### src/rtl/systolic_pkg.sv
// rtl/systolic_pkg.sv - shared widths and control types for the systolic array PEs
package systolic_pkg;
  localparam int DATA_W    = 16;
  localparam int PROD_W    = 2 * DATA_W;
  localparam int ACC_W_DEF = 40;

  typedef struct packed {
    logic valid;
    logic last;
  } pe_ctrl_t;
endpackage

### src/rtl/systolic_pe_mac_wallace.sv
// rtl/systolic_pe_mac_wallace.sv - combinational 16x16 unsigned Wallace tree multiplier
module systolic_pe_mac_wallace
  import systolic_pkg::*;
#(
  parameter int APPROX = 0
) (
  input  logic [DATA_W-1:0] a,
  input  logic [DATA_W-1:0] b,
  output logic [PROD_W-1:0] p
);

  // Low columns that use approximate (OR-based, carry-free) compressors when APPROX=1
  localparam int APPROX_COLS = 4;
  localparam logic [PROD_W-1:0] AMASK = (APPROX != 0) ? PROD_W'((1 << APPROX_COLS) - 1) : '0;

  // Partial products reduced by rounds of 3:2 compressors down to two rows, then one adder
  always_comb begin
    logic [PROD_W-1:0] rows [DATA_W];
    logic [PROD_W-1:0] nxt [DATA_W];
    logic [PROD_W-1:0] x, y, z;
    int n, m;
    for (int i = 0; i < DATA_W; i++) begin
      rows[i] = b[i] ? ({{DATA_W{1'b0}}, a} << i) : '0;
      nxt[i]  = '0;
    end
    x = '0;
    y = '0;
    z = '0;
    n = DATA_W;
    m = 0;
    // 16 -> 11 -> 8 -> 6 -> 4 -> 3 -> 2 rows
    for (int s = 0; s < 6; s++) begin
      m = 0;
      for (int i = 0; i < DATA_W; i++) nxt[i] = '0;
      for (int g = 0; g < DATA_W / 3; g++) begin
        if (3 * g + 2 < n) begin
          x = rows[3 * g];
          y = rows[3 * g + 1];
          z = rows[3 * g + 2];
          nxt[m]     = ((x ^ y ^ z) & ~AMASK) | ((x | y | z) & AMASK);
          nxt[m + 1] = (((x & y) | (x & z) | (y & z)) & ~AMASK) << 1;
          m = m + 2;
        end
      end
      for (int r = 0; r < DATA_W; r++) begin
        if (r >= n - (n % 3) && r < n) begin
          nxt[m] = rows[r];
          m = m + 1;
        end
      end
      for (int i = 0; i < DATA_W; i++) rows[i] = nxt[i];
      n = m;
    end
    p = rows[0] + rows[1];
  end

endmodule

### src/rtl/systolic_pe_mac.sv
// rtl/systolic_pe_mac.sv - output-stationary PE: operand forwarding, MAC pipeline, result port
module systolic_pe_mac
  import systolic_pkg::*;
#(
  parameter int ACC_W  = ACC_W_DEF,
  parameter int APPROX = 0
) (
  input  logic              clk,
  input  logic              rst_n,
  input  logic              in_valid,
  input  logic              in_last,
  input  logic [DATA_W-1:0] a_in,
  input  logic [DATA_W-1:0] b_in,
  input  logic              acc_clr,
  output logic [DATA_W-1:0] a_out,
  output logic [DATA_W-1:0] b_out,
  output logic              valid_out,
  output logic              last_out,
  output logic [ACC_W-1:0]  res_data,
  output logic              res_sat,
  output logic              res_valid,
  input  logic              res_ready,
  output logic              res_lost
);

  pe_ctrl_t          s1_ctrl;
  pe_ctrl_t          s2_ctrl;
  logic [PROD_W-1:0] prod;
  logic [PROD_W-1:0] prod_q;
  logic [ACC_W-1:0]  acc;
  logic              sat;
  logic [ACC_W:0]    sum;
  logic [ACC_W-1:0]  acc_next;
  logic              sat_next;
  logic              tile_done;

  // S1: forward operands unconditionally; internal control is killed by acc_clr
  always_ff @(posedge clk) begin
    if (!rst_n) begin
      a_out     <= '0;
      b_out     <= '0;
      valid_out <= 1'b0;
      last_out  <= 1'b0;
      s1_ctrl   <= '0;
    end else begin
      a_out         <= a_in;
      b_out         <= b_in;
      valid_out     <= in_valid;
      last_out      <= in_last;
      s1_ctrl.valid <= in_valid & ~acc_clr;
      s1_ctrl.last  <= in_valid & in_last;
    end
  end

  systolic_pe_mac_wallace #(.APPROX(APPROX)) u_mult (
    .a (a_out),
    .b (b_out),
    .p (prod)
  );

  // S2: register the product alongside its control bits
  always_ff @(posedge clk) begin
    if (!rst_n) begin
      prod_q  <= '0;
      s2_ctrl <= '0;
    end else begin
      prod_q        <= prod;
      s2_ctrl.valid <= s1_ctrl.valid & ~acc_clr;
      s2_ctrl.last  <= s1_ctrl.last;
    end
  end

  // Saturating sum: a carry out of ACC_W bits pins the accumulator at all-ones
  always_comb begin
    sum       = {1'b0, acc} + {{(ACC_W + 1 - PROD_W){1'b0}}, prod_q};
    sat_next  = sat | sum[ACC_W];
    acc_next  = sat_next ? '1 : sum[ACC_W-1:0];
    tile_done = s2_ctrl.valid & s2_ctrl.last & ~acc_clr;
  end

  // S3: accumulate; the accumulator restarts at zero on the tile-end edge
  always_ff @(posedge clk) begin
    if (!rst_n || acc_clr) begin
      acc <= '0;
      sat <= 1'b0;
    end else if (s2_ctrl.valid) begin
      if (s2_ctrl.last) begin
        acc <= '0;
        sat <= 1'b0;
      end else begin
        acc <= acc_next;
        sat <= sat_next;
      end
    end
  end

  // Result port: hold until accepted; a result arriving while stalled is dropped
  always_ff @(posedge clk) begin
    if (!rst_n) begin
      res_data  <= '0;
      res_sat   <= 1'b0;
      res_valid <= 1'b0;
      res_lost  <= 1'b0;
    end else if (tile_done) begin
      if (res_valid && !res_ready) begin
        res_lost <= 1'b1;
      end else begin
        res_data  <= acc_next;
        res_sat   <= sat_next;
        res_valid <= 1'b1;
      end
    end else if (res_valid && res_ready) begin
      res_valid <= 1'b0;
    end
  end

endmodule
### config.mk
export PLATFORM = sky130hd
export DESIGN_NAME = systolic_pe_mac
export DESIGN_NICKNAME = d
export VERILOG_FILES = /design/src/rtl/systolic_pkg.sv /design/src/rtl/systolic_pe_mac_wallace.sv /design/src/rtl/systolic_pe_mac.sv
export SDC_FILE = /design/constraint.sdc
export NUM_CORES = 1
export LEC_CHECK = 0
export ABC_AREA = 1
export CORE_ASPECT_RATIO = 0.8
export CORE_MARGIN = 3
export CORE_UTILIZATION = 55
export DETAILED_ROUTE_END_ITERATION = 10
export PLACE_DENSITY = 0.78
export SLEW_MARGIN = 25
export SYNTH_ARGS = -nofsm -noshare
export SYNTH_HDL_FRONTEND = slang
export SYNTH_SLANG_ARGS = --single-unit
export TNS_END_PERCENT = 10
### constraint.sdc
create_clock -name clk -period 4.98 [get_ports clk]
set_input_delay 0.747 -clock clk [delete_from_list [all_inputs] [get_ports clk]]
set_output_delay 0.747 -clock clk [all_outputs]
set_load 0.05 [all_outputs]
==> parameters.txt, run 1 <==
Parameter                              Value

Outcome
  Result of the run ... complete, but fails checks
  Violations in the final reports ... setup timing

STA
  Fmax achieved ... between 150 and 200 MHz
  Total negative slack ... -2.179 ns
  Number of max-slew violations in the final report ... 0
  Min setup slack post-route ... -0.2123 ns
  Max-slew headroom at the worst pin ... 0.3329
  Min cycle time layout ... ~5.2 ns
  Setup repair after global routing missed its margin ... true
  Number of hold violations in the final report ... 0
  Final hold slack ... 0.4122 ns
  Total of endpoints with negative setup slack in the final report ... 17
  Slew of the pin with the lowest slew margin ... 0.9946 ns
  Ratio of final minimum period to clock period ... 1.043
  Worst setup skew after layout ... approximately 0.012 ns

GRT
  Met1 layer usage reported by global route ... 0.4432
  Global-route wire length before repair ... 78.64 mm
  Met2 global-route usage ... 0.4806
  Remaining global-route overflow ... 0
  Gr busiest metal ... met2
  Global router's overall resource usage ... 0.3098
  Number of global-route vias before repair ... around 16000
  Largest net degree at the start of global routing ... 85
  Initial antenna violation count ... 0
  Grt met3 use ... 0.05822

Setup path
  Top fanout value on the critical path ... 5
  Worst reg2reg startpoint ... b_out[14]
  Number of buffer and inverter stages on the critical path ... 7
  Cells along the critical path ... buf_8 -> buf_6 -> nand2_1 -> fa_1 -> fa_2 -> fa_1 -> inv_1 -> fa_1 -> inv_1 -> fa_1 -> inv_2 -> fa_1 -> ha_4 -> nand2_4 -> nor2_4 -> inv_2 -> buf_4 -> nor3_2 -> nand3_1 -> nand3_2 -> nand2_1 -> nand2_1 -> nor2_1
  Critical path endpoint category ... flop
  Worst Setup Start Kind ... flop
  Depth of the worst register-to-register path ... 23
  Family with the most delay on the worst path ... adder cells
  Worst setup path startpoint ... b_out[14]
  Delay contributed by the slowest stage of the critical path ... roughly 0.53 ns
  Worst setup path category ... flop to flop
  Required time worst endpoint ... between 5 and 6 ns
  Crit path top cell by count ... fa_1
  WP data arrival ... approximately 5.5 ns
  Standard cell with the maximum stage delay on the critical path ... fa_1
  Worst reg2reg endpoint ... prod_q[28]
  Number of cells on the critical path ... 23
  Register-to-Register Setup Slack ... -0.21 ns
  Worst setup path end ... prod_q[28]

Finish
  Layout cells sized above 1 ... 0.1399
  Post-layout instance area ... 20090 µm²
  Area growth from synthesis to final layout ... 22.99%
  Ant diodes ... 0
  Total area of multi-input combinational cells ... approximately 11000 µm²
  Layout filler cell count ... roughly 2300
  Total area of sequential cells ... 3194 µm²
  # nets final ... 2881
  Utilization of the core after routing ... 0.6984

Logic synthesis
  Synth Net Count ... between 2000 and 3000
  Proportion of netlist area held by the largest area contributor ... 0.2475
  Post-synthesis cell type count ... 39
  Leading area contributor after synthesis ... fa_1
  Leading register cell type out of synthesis ... dfxtp_1
  Synth async-reset ratio ... 0
  Number of enable-type register cells in the synthesized netlist ... 0
  Yosys synthesis warning count ... 0
  Cell types with the largest area share after synthesis ... fa_1, dfxtp_1, nand2_1
  Sequential cell area fraction in the yosys report ... 0.1887
  Flip-flop and latch count after synthesis ... roughly 150
  Synthesized instance count ... roughly 2400
  Mean instance size in the synthesized netlist ... a little under 7 µm²
  Post-Syn Area ... ~16000 µm²

Pwr
  Pwr/cell area ... around 250 nW/µm²
  Leakage ... ~11 nW
  Worst IR drop on VDD ... 331.8 µV

Floorplan
  Count of boundary I/O pins ... between 100 and 150
  Floorplan Core Area ... 28770 µm²
  Placement Rows ... 55
  Height of the chip ... 160.1 µm
  Initial Util ... 0.5679
  Die footprint ... around 32000 µm²
  Die W ... roughly 200 µm

Worst hold path
  Classification of the worst-slack hold path ... flop to flop
  Worst Min Path Start ... s1_ctrl[0]
  Worst Hold Path Cells ... 2

Place
  Placed inst area ... 18420 µm²
  Final Wtd Congestion ... roughly 0.95
  Port Buffer Count ... roughly 110
  HPWL Detailed ... 35.89 mm

Clock network
  Clock tree from TritonCTS ... yes
  Count of clock tree sinks ... 154
  Buffer depth of the longest clock path ... 2
  CTS Root Buffer Type ... clkbuf_16
  Post-CTS Hold Fix Bufs ... 0
  Clock insertion delay at the later pin of the skew report ... 0.44 ns
  Maximum level of the CTS H-tree ... 4
  Number of buffers added by the clock tree synthesis step ... 17
  Clock edge transition at the registers on the reported setup and hold paths ... approximately 0.070 ns

Detailed routing
  Remaining antenna violation count after routing ... 0
  DRC violations left ... 0
  Routed WL ... 49.16 mm
  Wirelength per Cell ... approximately 17 µm
  First-pass iteration count of the detailed router ... 6
  Via count normalized by instance count ... 5.249
  Total via count in the routed design ... approximately 15000
  Detailed router's first-iteration violation count ... approximately 1300

Job
  # Max-Cap Violations ... 0
[kinds of logic (layout without fill, tap and decap cells)]
logic type / Yosys count / after routing / synth area share
xor gates and xnor gates: 16 / 16 / 0.008578
adders and majority gates: 311 / 311 / 0.3310
DFF: 154 / 154 / 0.1887
buffers and inverters: 636 / 826 / 0.1481
AOI/OAI and AO/OA: 199 / 199 / 0.06671
and+or+nand+nor: 1039 / 1039 / 0.2568
[power by group]
part | total, mW | switching, mW | internal [mW]
logic | 2.22 | 1.26 | 0.961
registers | 1.39 | 0.0804 | 1.31
clock network | 1.47 | 0.603 | 0.863
total | 5.07 | 1.94 | 3.13
[Yosys cell counts, drive strengths merged, types with 3 or more instances]
cell type    n
nand4       10
o21a         3
xnor2       16
dfxtp      154
nand3       67
o21bai      10
a21o         4
nor3         9
buf          9
ha         109
clkinv       3
fa         202
o211ai       3
clkbuf      91
inv        533
a21oi       98
o21ai       74
nand2      747
nor2       201
[tightest hold or removal path, delay by kind of cell (launching register included)]
kind / cells / cell delay, ns
DFF: 1 / 0.31
buffers and inverters: 1 / 0.04
and+or+nand+nor: 1 / 0.04
[worst min-delay path by stage]
stage | end | slack [ns]
6_report | s2_ctrl[0] | 0.41
5_1_grt | s2_ctrl[0] | 0.43
4_1_cts | s2_ctrl[0] | 0.42
3_5_place_dp | s2_ctrl[0] | 0.40
3_3_place_gp | s2_ctrl[0] | 0.40
2_1_floorplan | s2_ctrl[0] | 0.39
[layout by cell type, fill, tap and decap left out, types with 7 or more instances in the layout]
master,Yosys,routed
a21oi_1,97,82
a21oi_2,0,11
buf_4,0,131
clkbuf_16,0,17
clkdlybuf4s50_1,0,113
dfxtp_1,154,123
dfxtp_4,0,29
fa_1,202,185
fa_2,0,17
ha_1,109,85
ha_4,0,24
inv_1,531,525
inv_2,2,8
nand2_1,730,718
nand2_2,17,24
nand3_1,49,45
nand3_2,18,21
nand4_1,10,10
nor2_1,197,187
nor2_2,2,8
nor3_1,9,7
o21ai_0,48,36
o21ai_1,22,29
o21ai_2,4,7
o21bai_1,10,7
xnor2_1,16,16
[area by class of cell]
class                   count  share of cell area
flip-flops and latches    154              0.1590
clock buffers              20             0.02223
multi-input cells        1565              0.5717
well taps                 370             0.02304
clock inverters            12            0.009279
repair buffers            258              0.1146
inverters                 536              0.1001
[routing by layer]
metal / wire length (µm) / up-vias
met5: 0 / -
met4: 1249 / 0
met3: 4019 / 104
met2: 21880 / 654
met1: 22020 / 7280
li1: - / 7263
[per-stage QoR]
stage / std cells / setup WS, ns / total power, mW
finish: 2915 / -0.2123 / 5.073
global route: 2915 / -0.3742 / 5.350
CTS: 2902 / -0.09860 / 4.882
detailed placement: 2827 / -0.2791 / 3.161
global placement: 2827 / -0.2121 / 3.112
floorplan: 2355 / -0.07765 / 2.602
[sequential cells by signal (all words and copies together) (netlist names)]
signal,flops
s1_ctrl,2
a_out,16
s2_ctrl,2
res_valid,1
valid_out,1
acc,40
res_sat,1
b_out,16
res_lost,1
res_data,40
sat,1
last_out,1
prod_q,32
[what timing repair did]
item                                   4_1_cts  5_1_grt
pin swaps                                   75       36
setup endpoints to repair                   16       19
endpoints found under the hold margin        0        0
resized for setup                           91       45
buffers inserted                            45       13
Power figures use the tool's default switching activity.
==> inputs of run 2 (changes only) <==
--- a/config.mk
+++ b/config.mk
@@ -11,6 +11,7 @@
 export CORE_UTILIZATION = 55
 export DETAILED_ROUTE_END_ITERATION = 10
 export PLACE_DENSITY = 0.78
+export RECOVER_POWER = 25
 export SLEW_MARGIN = 25
 export SYNTH_ARGS = -nofsm -noshare
 export SYNTH_HDL_FRONTEND = slang
==> constraint.sdc (replaced) <==
create_clock -name clk -period 4.98 [get_ports clk]
set_input_delay 0.498 -clock clk [delete_from_list [all_inputs] [get_ports clk]]
set_output_delay 0.498 -clock clk [all_outputs]
set_load 0.05 [all_outputs]
==> results of run 2 <==
Final layout, timing and power as in run 1 (identical DEF).
==> inputs of run 3 (changes only) <==
--- a/config.mk
+++ b/config.mk
@@ -9,7 +9,9 @@
 export CORE_ASPECT_RATIO = 0.8
 export CORE_MARGIN = 3
 export CORE_UTILIZATION = 55
+export CTS_CLUSTER_DIAMETER = 80
 export DETAILED_ROUTE_END_ITERATION = 10
+export MAX_ROUTING_LAYER = met4
 export PLACE_DENSITY = 0.78
 export RECOVER_POWER = 25
 export SLEW_MARGIN = 25
==> run 3 against run 2 <==
Clock skew up 0.0033 ns; setup slack worse by 0.053 ns; largest cell class unchanged; cell area is 2.7% lower; sequential power hardly changed; critical endpoint is now prod_q[29]; highest routed layer unchanged; the flow still finishes with violations (setup timing).
==> parameters.txt, run 3 (synthesized netlist as in run 1, its figures left out) <==
Parameter                              Value

GRT
  Number of global-route vias before repair ... 14918 (-5.4%)
  Remaining global-route overflow ... 0 (unchanged)
  Largest net degree at the start of global routing ... 85 (unchanged)
  Global-route wire length before repair ... 76.16 mm (-3.1%)
  Global router's overall resource usage ... 0.3103 (+0.0004739)
  Initial antenna violation count ... 0 (unchanged)

Setup path
  Top fanout value on the critical path ... 8 (+3)
  Worst setup path category ... flop to flop
  Standard cell with the maximum stage delay on the critical path ... fa_1
  Critical path endpoint category ... flop
  WP data arrival ... 5.60 ns (+0.07 ns)
  Depth of the worst register-to-register path ... 22 (-4.3%)
  Number of cells on the critical path ... 22 (-4.3%)
  Delay contributed by the slowest stage of the critical path ... 0.53 ns (about the same)
  Worst Setup Start Kind ... flop
  Required time worst endpoint ... 5.33 ns (about the same)
  Number of buffer and inverter stages on the critical path ... 6 (-1)
  Family with the most delay on the worst path ... adder cells
  Cells along the critical path ... buf_6 -> nand2_1 -> inv_1 -> fa_1 -> inv_1 -> fa_1 -> fa_1 -> inv_1 -> fa_1 -> inv_1 -> fa_1 -> inv_1 -> ha_1 -> ha_4 -> nand2_2 -> nor2_4 -> nand4_1 -> o211ai_1 -> nand2_1 -> nand2_1 -> nand2_1 -> a21oi_2

Clock network
  Clock edge transition at the registers on the reported setup and hold paths ... 0.07 ns (about the same)
  Clock tree from TritonCTS ... yes
  Maximum level of the CTS H-tree ... 4 (unchanged)
  Buffer depth of the longest clock path ... 2 (unchanged)
  Count of clock tree sinks ... 154 (unchanged)
  Clock insertion delay at the later pin of the skew report ... 0.45 ns (about the same)
  CTS Root Buffer Type ... clkbuf_16
  Post-CTS Hold Fix Bufs ... 0 (unchanged)
  Number of buffers added by the clock tree synthesis step ... 17 (unchanged)

Place
  HPWL Detailed ... 36.09 mm (+0.57%)
  Port Buffer Count ... 114 (unchanged)
  Post-place setup slack ... -0.3248 ns (-0.04564 ns)
  Final Wtd Congestion ... 0.9618 (+1.6%)

Finish
  Commonest non-fill, non-tap cells in the layout ... nand2_1, inv_1, nor2_1, fa_1, dfxtp_1
  Layout cells sized above 1 ... 0.1190 (-0.02090)
  Biggest regs ... acc: 40 flops, res_data: 40 flops, prod_q: 32 flops
  Layout filler cell count ... 2395 (+3.2%)
  # nets final ... 2850 (-1.1%)
  Most frequent standard cell in the layout excluding fill and tap cells ... nand2_1
  Ant diodes ... 0 (unchanged)
  Area growth from synthesis to final layout ... 19.64%

Detailed routing
  Remaining antenna violation count after routing ... 0 (unchanged)
  Detailed router's first-iteration violation count ... 1086 (-19%)
  Wirelength per Cell ... 16.08 µm (-4.7%)
  DRC violations left ... 0 (unchanged)
  Routed WL ... 46.35 mm (-5.7%)
  Total via count in the routed design ... 14797 (-3.3%)
  Via count normalized by instance count ... 5.133 (-2.2%)
  First-pass iteration count of the detailed router ... 8 (+2)

Floorplan
  Initial Util ... 0.5679 (unchanged)
  Height of the chip ... 160.1 µm (unchanged)
  Placement Rows ... 55 (unchanged)
  Count of boundary I/O pins ... 115 (unchanged)
  Die W ... 198.7 µm (unchanged)
  Die footprint ... 31820 µm² (unchanged)
  Floorplan Core Area ... 28770 µm² (unchanged)

Outcome
  Violations in the final reports ... setup timing
  Result of the run ... complete, but fails checks

STA
  Min setup slack post-route ... -0.2649 ns (-0.05259 ns)
  Ratio of final minimum period to clock period ... 1.053 (+0.01056)
  Min cycle time layout ... 5.245 ns (+0.05259 ns)
  Slew of the pin with the lowest slew margin ... 1.002 ns (+0.007387 ns)
  Final hold slack ... 0.4133 ns (+0.001116 ns)
  Total of endpoints with negative setup slack in the final report ... 15 (-2)
  Fmax achieved ... 190.7 MHz (-1.0%)
  Total negative slack ... -2.023 ns (+0.1565 ns)
  Max-slew headroom at the worst pin ... 0.3279 (-0.004956)
  Number of hold violations in the final report ... 0 (unchanged)
  Worst setup skew after layout ... 0.01551 ns (+0.003333 ns)
  Number of max-slew violations in the final report ... 0 (unchanged)
  Setup repair after global routing missed its margin ... true

Pwr
  Pwr/cell area ... 244.6 nW/µm² (-3.1%)
  Worst IR drop on VDD ... 322.6 µV (-2.8%)
  Leakage ... 10.47 nW (-1.9%)

Job
  # Max-Cap Violations ... 0 (unchanged)

Worst hold path
  Worst Hold Path Cells ... 2 (unchanged)
  Classification of the worst-slack hold path ... flop to flop
## run 3: cell count changes in the layout (fill, tap and decap cells not counted), sizes merged, moves of 3 or more
cell,before,now
bufinv,4,1
inv,538,542
dlygate4sd3,0,11
clkdlybuf4s50,113,102
buf,145,113
## run 3: cell type report
| type | instances | area [µm²] | area share |
|---|---|---|---|
| Inverter | 536 | 2012 | 0.1029 |
| Clock buffer | 17 | 425.4 | 0.02177 |
| Tap cell | 370 | 462.9 | 0.02369 |
| Multi-Input combinational cell | 1565 | 11240 | 0.5752 |
| Timing Repair Buffer | 227 | 2058 | 0.1053 |
| Clock inverter | 14 | 151.4 | 0.007746 |
| Sequential cell | 154 | 3192 | 0.1633 |
## run 3: power breakdown
part | leakage [nW] | internal (mW) | switching [mW]
clock network | 0.279 | 0.708 | 0.625
registers | 1.27 | 1.31 | 0.0872
logic | 8.92 | 0.906 | 1.15
## run 3: routing by layer
metal  part of all wire  vias up  global-route usage
li1                   -     7198                   -
met1               0.48     7024              0.4545
met2               0.43      510              0.4529
met3              0.076       65             0.05062
met4              0.017        0             0.07184
met5                  0        -                   -
## run 3: final timing paths
check / to / startpoint / slack (ns)
max: prod_q[29] / a_out[6] / -0.26
max reg2reg: prod_q[29] / a_out[6] / -0.26
min reg2reg: s2_ctrl[1] / s1_ctrl[1] / 0.41
min: s2_ctrl[1] / s1_ctrl[1] / 0.41
## run 3: timing repair
| action | 4_1_cts | 5_1_grt |
|---|---|---|
| setup endpoints to repair | 15 | 20 |
| gates resized for setup | 62 | 32 |
| buffers inserted | 22 | 1 |
| pin swaps | 43 | 9 |
## run 3: through the flow
step | instances | total power, mW | cell area (µm²) | util
after floorplan | 2355 | 2.602 | 16930 | -
after global placement | 2829 | 3.150 | 18440 | 0.6411
after detailed placement | 2829 | 3.189 | 18440 | 0.6411
after CTS | 2882 | 4.724 | 19420 | 0.6752
after global routing | 2883 | 5.083 | 19540 | 0.6794
final | 2883 | 4.781 | 19540 | 0.6794
## run 3: worst register-to-register path, cell delays in order, from the launching register on
cell and delay [ns]:
dfxtp_4 0.40, buf_6 0.16, nand2_1 0.07, inv_1 0.05, fa_1 0.53, inv_1 0.05, fa_1 0.48, fa_1 0.49
inv_1 0.05, fa_1 0.47, inv_1 0.05, fa_1 0.50, inv_1 0.05, ha_1 0.30, ha_4 0.30, nand2_2 0.10
nor2_4 0.15, nand4_1 0.11, o211ai_1 0.43, nand2_1 0.14, nand2_1 0.10, nand2_1 0.06, a21oi_2 0.11
